==> src/rtl/barrett_reduce_pipe_if.sv <==
// Streaming beat bundle for barrett_reduce_pipe: valid/ready handshake,
// LANES packed signed coefficients and a sideband tag.
// The master drives valid/data/tag; the slave answers with ready.
interface barrett_reduce_pipe_if #(
    parameter int WIDTH = 16,
    parameter int LANES = 4,
    parameter int TAG_W = 4
);
    logic                   valid;
    logic                   ready;
    logic [LANES*WIDTH-1:0] data;
    logic [TAG_W-1:0]       tag;

    modport master (output valid, output data, output tag, input ready);
    modport slave  (input valid, input data, input tag, output ready);
endinterface

==> src/rtl/barrett_reduce_pipe.sv <==
// barrett_reduce_pipe: multi-lane pipelined Barrett reduction for Kyber
// (q = 3329). Each lane computes t = (V*a + 2^(SHIFT-1)) >>> SHIFT and
// r = a - t*Q, giving the centered representative of a mod Q.
// Optional macro KYBER_BARRETT_CANON_EN adds a fourth stage that maps the
// result to [0, Q-1].
// One global advance enable stalls every stage together whenever the
// output beat is held by downstream, so ready never depends on in_valid.
module barrett_reduce_pipe #(
    parameter int WIDTH = 16,
    parameter int LANES = 4,
    parameter int Q     = 3329,
    parameter int V     = 20159,
    parameter int SHIFT = 26,
    parameter int TAG_W = 4
) (
    input  logic                  clk,
    input  logic                  rst,
    barrett_reduce_pipe_if.slave  inBus_i,
    barrett_reduce_pipe_if.master outBus_o
);

    localparam int DW = 2 * WIDTH;

    typedef logic signed [WIDTH-1:0] coef_t;
    typedef logic signed [DW-1:0]    wide_t;

    localparam wide_t V_W   = wide_t'(V);
    localparam wide_t Q_W   = wide_t'(Q);
    localparam wide_t RND_W = wide_t'(1) <<< (SHIFT - 1);
`ifdef KYBER_BARRETT_CANON_EN
    localparam coef_t Q_C   = coef_t'(Q);
`endif

    logic adv;
    logic lastValid;

    // Stage 1: rounded product V*a and the original coefficient
    logic             s1Valid_q;
    logic [TAG_W-1:0] s1Tag_q;
    wide_t            s1Prod_d [LANES];
    wide_t            s1Prod_q [LANES];
    coef_t            s1A_q    [LANES];

    // Stage 2: quotient estimate times Q and the original coefficient
    logic             s2Valid_q;
    logic [TAG_W-1:0] s2Tag_q;
    wide_t            s2Tq_d   [LANES];
    wide_t            s2Tq_q   [LANES];
    coef_t            s2A_q    [LANES];

    // Stage 3: reduced coefficient
    logic             s3Valid_q;
    logic [TAG_W-1:0] s3Tag_q;
    coef_t            s3R_d    [LANES];
    coef_t            s3R_q    [LANES];

`ifdef KYBER_BARRETT_CANON_EN
    // Stage 4: canonical coefficient in [0, Q-1]
    logic             s4Valid_q;
    logic [TAG_W-1:0] s4Tag_q;
    coef_t            s4R_d    [LANES];
    coef_t            s4R_q    [LANES];
`endif

    coef_t aIn    [LANES];
    wide_t tWide  [LANES];
    coef_t tTrunc [LANES];
    wide_t rWide  [LANES];

    // Whole pipe moves only when the output slot is empty or being taken
    assign adv           = !lastValid || outBus_o.ready;
    assign inBus_i.ready = adv;

    // Per-lane Barrett datapath between stage registers; t and r are cut to WIDTH
    always_comb begin
        for (int i = 0; i < LANES; i++) begin
            aIn[i]      = coef_t'(inBus_i.data[i*WIDTH +: WIDTH]);
            s1Prod_d[i] = V_W * wide_t'(aIn[i]) + RND_W;
            tWide[i]    = s1Prod_q[i] >>> SHIFT;
            tTrunc[i]   = tWide[i][WIDTH-1:0];
            s2Tq_d[i]   = wide_t'(tTrunc[i]) * Q_W;
            rWide[i]    = wide_t'(s2A_q[i]) - s2Tq_q[i];
            s3R_d[i]    = rWide[i][WIDTH-1:0];
`ifdef KYBER_BARRETT_CANON_EN
            s4R_d[i]    = (s3R_q[i] < 0) ? s3R_q[i] + Q_C : s3R_q[i];
`endif
        end
    end

    // Stage 1 capture of the incoming beat
    always_ff @(posedge clk) begin
        if (rst) begin
            s1Valid_q <= 1'b0;
            s1Tag_q   <= '0;
            for (int i = 0; i < LANES; i++) begin
                s1Prod_q[i] <= '0;
                s1A_q[i]    <= '0;
            end
        end else if (adv) begin
            s1Valid_q <= inBus_i.valid;
            s1Tag_q   <= inBus_i.tag;
            for (int i = 0; i < LANES; i++) begin
                s1Prod_q[i] <= s1Prod_d[i];
                s1A_q[i]    <= aIn[i];
            end
        end
    end

    // Stage 2 capture of t*Q
    always_ff @(posedge clk) begin
        if (rst) begin
            s2Valid_q <= 1'b0;
            s2Tag_q   <= '0;
            for (int i = 0; i < LANES; i++) begin
                s2Tq_q[i] <= '0;
                s2A_q[i]  <= '0;
            end
        end else if (adv) begin
            s2Valid_q <= s1Valid_q;
            s2Tag_q   <= s1Tag_q;
            for (int i = 0; i < LANES; i++) begin
                s2Tq_q[i] <= s2Tq_d[i];
                s2A_q[i]  <= s1A_q[i];
            end
        end
    end

    // Stage 3 capture of the centered remainder
    always_ff @(posedge clk) begin
        if (rst) begin
            s3Valid_q <= 1'b0;
            s3Tag_q   <= '0;
            for (int i = 0; i < LANES; i++) begin
                s3R_q[i] <= '0;
            end
        end else if (adv) begin
            s3Valid_q <= s2Valid_q;
            s3Tag_q   <= s2Tag_q;
            for (int i = 0; i < LANES; i++) begin
                s3R_q[i] <= s3R_d[i];
            end
        end
    end

`ifdef KYBER_BARRETT_CANON_EN
    // Stage 4 capture of the canonical remainder
    always_ff @(posedge clk) begin
        if (rst) begin
            s4Valid_q <= 1'b0;
            s4Tag_q   <= '0;
            for (int i = 0; i < LANES; i++) begin
                s4R_q[i] <= '0;
            end
        end else if (adv) begin
            s4Valid_q <= s3Valid_q;
            s4Tag_q   <= s3Tag_q;
            for (int i = 0; i < LANES; i++) begin
                s4R_q[i] <= s4R_d[i];
            end
        end
    end

    assign lastValid      = s4Valid_q;
    assign outBus_o.tag   = s4Tag_q;

    // Pack the last stage lanes onto the output bus
    always_comb begin
        outBus_o.data = '0;
        for (int i = 0; i < LANES; i++) begin
            outBus_o.data[i*WIDTH +: WIDTH] = s4R_q[i];
        end
    end
`else
    assign lastValid      = s3Valid_q;
    assign outBus_o.tag   = s3Tag_q;

    // Pack the last stage lanes onto the output bus
    always_comb begin
        outBus_o.data = '0;
        for (int i = 0; i < LANES; i++) begin
            outBus_o.data[i*WIDTH +: WIDTH] = s3R_q[i];
        end
    end
`endif

    assign outBus_o.valid = lastValid;

endmodule
==> src/flat_wrapper.sv <==
// flat-port wrapper written by rule: the top's interface ports become plain ports
module barrett_reduce_pipe_flat 
#(
    parameter int WIDTH = 16,
    parameter int LANES = 4,
    parameter int Q     = 3329,
    parameter int V     = 20159,
    parameter int SHIFT = 26,
    parameter int TAG_W = 4
)
  (clk, rst, inBus_i_valid, inBus_i_data, inBus_i_tag, inBus_i_ready, outBus_o_valid, outBus_o_data, outBus_o_tag, outBus_o_ready);
  barrett_reduce_pipe_if #(.WIDTH(WIDTH), .LANES(LANES), .TAG_W(TAG_W)) inBus_i_i ();
  barrett_reduce_pipe_if #(.WIDTH(WIDTH), .LANES(LANES), .TAG_W(TAG_W)) outBus_o_i ();
  input  logic clk;
  input  logic rst;
  input wire logic [$bits(inBus_i_i.valid)-1:0] inBus_i_valid;
  input wire logic [$bits(inBus_i_i.data)-1:0] inBus_i_data;
  input wire logic [$bits(inBus_i_i.tag)-1:0] inBus_i_tag;
  output wire logic [$bits(inBus_i_i.ready)-1:0] inBus_i_ready;
  output wire logic [$bits(outBus_o_i.valid)-1:0] outBus_o_valid;
  output wire logic [$bits(outBus_o_i.data)-1:0] outBus_o_data;
  output wire logic [$bits(outBus_o_i.tag)-1:0] outBus_o_tag;
  input wire logic [$bits(outBus_o_i.ready)-1:0] outBus_o_ready;
  assign inBus_i_i.valid = inBus_i_valid;
  assign inBus_i_i.data = inBus_i_data;
  assign inBus_i_i.tag = inBus_i_tag;
  assign inBus_i_ready = inBus_i_i.ready;
  assign outBus_o_valid = outBus_o_i.valid;
  assign outBus_o_data = outBus_o_i.data;
  assign outBus_o_tag = outBus_o_i.tag;
  assign outBus_o_i.ready = outBus_o_ready;
  barrett_reduce_pipe #(.WIDTH(WIDTH), .LANES(LANES), .Q(Q), .V(V), .SHIFT(SHIFT), .TAG_W(TAG_W)) u_core (.clk(clk), .rst(rst), .inBus_i(inBus_i_i), .outBus_o(outBus_o_i));
endmodule
==> config.mk <==
export PLATFORM = sky130hd
export DESIGN_NAME = barrett_reduce_pipe_flat
export DESIGN_NICKNAME = d
export VERILOG_FILES = /design/src/rtl/barrett_reduce_pipe_if.sv /design/src/rtl/barrett_reduce_pipe.sv /design/src/flat_wrapper.sv
export SDC_FILE = /design/constraint.sdc
export NUM_CORES = 2
export LEC_CHECK = 0
export BUFFER_PORTS_ARGS = -buffer_cell sky130_fd_sc_hd__buf_4
export CORE_UTILIZATION = 55
export DETAILED_ROUTE_END_ITERATION = 8
export PLACE_DENSITY = 0.75
export RECOVER_POWER = 100
export SETUP_SLACK_MARGIN = 0.3
export SLEW_MARGIN = 20
export SYNTH_ARGS = -nofsm -noshare
export SYNTH_HDL_FRONTEND = slang
export SYNTH_SLANG_ARGS = --single-unit
==> constraint.sdc <==
create_clock -name clk -period 8.67 [get_ports clk]
set_input_delay 0.867 -clock clk [delete_from_list [all_inputs] [get_ports clk]]
set_output_delay 0.867 -clock clk [all_outputs]
set_load 0.01 [all_outputs]
==> Yosys cells after proc, flatten, opt, wreduce, memory -nomap -nowiden <==
Memory sizes are Yosys's and may differ from the RTL's.
Cells that the tools add are included.
{ "totals": {"mem_bits_rw": 448, "in_bits": 72, "word_cells": 74, "reg_bits": 15, "output_inout_bits": 70, "n_memories": 5} }
{ "op_classes": {"n_mul": 8, "mux": 25, "bitwise_logic": 20, "addsub": 8, "n_reduce_logical": 2} }
{ "mem_list": {"columns": ["memory", "words", "width", "read_ports", "rd_ports_with_merged_regs", "write_ports", "line_no", "text"], "rows": [
  ["u_core.s1Prod_q", 4, 32, 4, 0, 4, "barrett_reduce_pipe.sv:41", "wide_t s1Prod_q [LANES];"],
  ["u_core.s2Tq_q", 4, 32, 4, 0, 4, "barrett_reduce_pipe.sv:48", "wide_t s2Tq_q [LANES];"],
  ["u_core.s1A_q", 4, 16, 4, 0, 4, "barrett_reduce_pipe.sv:42", "coef_t s1A_q [LANES];"],
  ["u_core.s2A_q", 4, 16, 4, 0, 4, "barrett_reduce_pipe.sv:49", "coef_t s2A_q [LANES];"],
  ["u_core.s3R_q", 4, 16, 4, 0, 4, "barrett_reduce_pipe.sv:55", "coef_t s3R_q [LANES];"]
]} }
{ "op_table": {"columns": ["op", "count"], "rows": [
  ["32-bit two-way mux", 8],
  ["16-bit two-way mux", 12],
  ["32-bit by 27-bit adder with 32-bit output, second input constant", 4],
  ["16-bit by 16-bit multiplier with 32-bit output, first input constant", 4],
  ["6-bit by 13-bit multiplier with 19-bit output, second input constant", 4],
  ["16-bit subtractor", 4],
  ["1-bit OR", 20],
  ["1-bit two-way mux", 5],
  ["1-bit zero test", 1],
  ["1-bit logical OR", 1]
]} }

==> Longest topological paths before layout <==
{ "depth": {"ltp_word": 6, "depth_mapped": 21, "depth_no_buf": 21} }

==> Worst setup path before layout <==
Ideal clock, no wire load.
{ "synth_path": {"path_type": "input -> register", "start": "input port rst", "end": "memory u_core.s1A_q[0][10] in the netlist's numbering, enable pin", "cell_stages": 2, "n_path_buf": 1, "required_ps": 7988, "arrival_ps": 7644, "path_slack_ps": 344, "setup_time_ps": 682, "path_cell_list": "clkbuf_1 -> nand2b_1"} }
{ "synth_lines": {"columns": ["element", "line_no", "text"], "rows": [
  ["start, declared", "flat_wrapper.sv:15", "input logic rst;"],
  ["end, declared", "barrett_reduce_pipe.sv:42", null]
]} }

==> summary by stage <==
Outcome
The run finished, with violations left. The checks that failed: DRC, capacitance limit, slew limit.

Clocking
The total setup buffers inserted after CTS is 0. CTS built an H-tree with a depth of 2. The TritonCTS clock tree is yes. The number of clock sinks is 287.

The CTS clock-pin slew for the worst setup and hold paths is 60 ps. The largest buffer count on any clock path is 3. The source-to-sink clock delay at the later pin of the worst-skew pair is 540 ps. The count of cells resized by post-cts repair is 0.

CTS placed an instance of sky130_fd_sc_hd__clkbuf_16 at the clock tree root. The TritonCTS buffer count is 35. The count of hold-fix buffers inserted at cts is 0.

Worst setup path
The data required time at the worst endpoint is 8690 ps. By instance count, the cell type seen most on the critical path is sky130_fd_sc_hd__clkbuf_1. The endpoint kind of the worst setup timing path is a flop. The worst setup path is of the input pin to flop kind. The slowest stage of the critical path belongs to the cell sky130_fd_sc_hd__clkbuf_1.

The maximum fanout count along the critical path is 84. Walking the worst path, the cells encountered are clkbuf_4 > nor2b_1 > clkbuf_1 > nand2b_1 > clkbuf_1. The worst setup path is launched from an input pin. The worst endpoint data arrival time is 6720 ps. The largest incremental delay on the critical path is 3160 ps.

Timing
In this run the tightest slew margin relative to its limit is -189%. The smallest hold slack is 455 ps. The transition time at the pin with the least slew margin is 4340 ps. The number of hold violations in the final report is 0. The fmax is 0.149 GHz. The total count of max-transition violations in the final report was 488. Setup violations remaining at the end of the flow were counted as 0. The portion of the clock cycle consumed by the worst path in the final layout is 77.3%. Setup slack on the critical path of the routed design comes to 1970 ps. The clock tree skew after final layout is 16.9 ps.

After routing, the total negative slack on setup checks comes to 0 ps. Setup repair after global routing left no endpoint under its margin. After layout, the minimum clock period comes to 6700 ps.

Synth
The synthesis warning total is 0. The synthesized netlist net count is 4164. The share of the yosys chip area belonging to registers is 25.6%. The number of instances in the synthesized netlist is 3020. The share of synthesized registers carrying an async set or reset is 0%.

Counting flops with a built-in enable in the synthesized netlist gives 272. The dominant register cell in the synthesized netlist is sky130_fd_sc_hd__edfxtp_1. The number of library cell types mapped by synthesis is 58. After synthesis the cells add up to 0.0331 mm2. The mean instance size in the synthesized netlist is 11.0 um2. Synthesis inferred 287 register bits.

Global routing
Global routing used 23.6% of the available tracks across all layers. The via count of the first global-routing pass was 22900. Entering global routing, the biggest net connects 94 pins. The global-route wire length before repair is 115000 um. The number of antenna violations at the first check in global routing was 0. The overflow left after global routing is 0.

Finish
The area growth from synthesis to layout is 8.52%. The number of antenna repair diodes is 0. The final cell area excluding filler cells is 0.0360 mm2. The number of standard cells in the layout, taps in and fillers out is 3970. The final layout contains 4315 nets. The post-layout utilization of the core is 60.7%. Leaving out fill and tap cells, the most frequent cells in the layout are 688 x sky130_fd_sc_hd__inv_1, 688 x sky130_fd_sc_hd__ha_1, 384 x sky130_fd_sc_hd__fa_1, 272 x sky130_fd_sc_hd__edfxtp_1, 147 x sky130_fd_sc_hd__nor2_1. In the final layout, the share of cells above drive strength 1 is 4.54%.

Power and ir drop
Across the VDD grid, the largest voltage drop is 0.218 mV. Dividing total power by cell area gives a power density of 322 mW/mm2. The total chip power is 11.6 mW. The leakage dissipation is 18.3 nW.

Placement
The total of buffers placed on input and output ports is 141. Counting tap cells, the placed design contains a total of 3906 instances. Summed over all nets, the half-perimeter wirelength after detailed placement is 56800 um. Summing all placed instances gives a cell area of 0.0351 mm2.

The minimum setup slack after placement is 2000 ps. The final weighted congestion in routability-driven placement is 0.916.

Die
The initial standard-cell utilization of the core is 55.9%. The height of the die is 247 um. Pin placement for this block handled 142 I/O pins. The die width is 247 um. The core region is 0.0592 mm2.

The total die area is 0.0612 mm2. The number of core rows is 89.

Route
Dividing the detail-routed via count by the number of cells gives 5.33. The first detailed-routing pass ran for 7 iterations. In the routed design, unresolved DRC markers number 14.

The detailed router finished its first iteration with 822 violations. The number of nets with antenna violations after detailed routing is 0. The detailed-route via count is 21100.

After detailed routing, the average wire length per cell comes to 17.2 um. The detailed-route wire length is 68300 um.

Flow run
Across the run, the number of max-cap violations was 8.

Hold path
The min-delay analysis places its worst path in the category flop to flop.
==> state kept, by name, summed over array words and instances (netlist names) <==
name,flops
u_core.s1A_q,61
u_core.s3R_q,64
u_core.outBus_o.tag,4
u_core.s2A_q,64
u_core.s1Valid_q,1
u_core.outBus_o.valid,1
u_core.s2Tag_q,4
u_core.s1Tag_q,4
u_core.s1Prod_q,27
u_core.s2Tq_q,56
u_core.s2Valid_q,1
==> routing by layer <==
layer | track usage (%) | share of wire [%]
met1 | 31.2 | 44
met2 | 41.9 | 51
met3 | 2.39 | 3.4
met4 | 4.82 | 1.6
met5 | 0 | 0
==> path summary, 6_finish.rpt <==
path / startpoint / depth (start not counted) / slack [ps] / endpoint
min reg2reg: u_core.s2Valid_q$_SDFFE_PP0P_ / 2 / 450 / u_core.s2Valid_q$_SDFFE_PP0P_
max reg2reg: u_core.outBus_o.valid$_SDFFE_PP0P_ / 4 / 2020 / u_core.s1A_q[3][9]$_SDFFCE_PN0P_
max: outBus_o_ready / 5 / 1970 / u_core.s1A_q[3][9]$_SDFFCE_PN0P_
min: u_core.s2Valid_q$_SDFFE_PP0P_ / 2 / 450 / u_core.s2Valid_q$_SDFFE_PP0P_
==> where the power goes <==
| group | switching, mW | leakage [nW] | internal (mW) | total (mW) |
|---|---|---|---|---|
| clock network | 0.581 | 0.581 | 0.905 | 1.49 |
| logic | 4.55 | 14.4 | 3.52 | 8.07 |
| registers | 0.143 | 3.30 | 1.86 | 2.00 |
| total | 5.28 | 18.3 | 6.28 | 11.6 |
==> Yosys cell counts, drive strengths merged, types with 32 or more instances <==
library cell  number  area share [%]
a21o              37            0.84
inv              688             7.8
fa               384              23
a21oi             89             1.3
ha               688              26
xor2              44             1.2
nand2             72            0.82
xnor2             43             1.1
nand2b            32            0.60
and2             143             2.7
edfxtp           272              25
nor2             148             1.7
o21ai             51            0.79
==> cell families after synthesis <==
family	after synthesis	share of synthesized area, %
XOR/XNOR	87	2.30
multiplexers	5	0.151
AO/OA/AOI/OAI	305	6.24
flip-flops	287	25.6
AND/OR/NAND/NOR	541	8.40
buffers and inverters	723	8.19
adder cells (fa/ha/maj)	1072	49.2
==> critical path, delay by kind of cell <==
| family | cells | cell delay [ps] |
|---|---|---|
| buf+inv | 3 | 3740 |
| simple gates | 2 | 2030 |
==> area by class of cell <==
type	count	area, um2
clock buffer	44	993
clock inverter	19	179
fill	4844	23300
inverter	688	2580
multi-input combinational	2010	22000
sequential	287	8470
tap	773	967
timing repair buffer	149	815
Note: power is estimated with default switching activity, not from simulation.
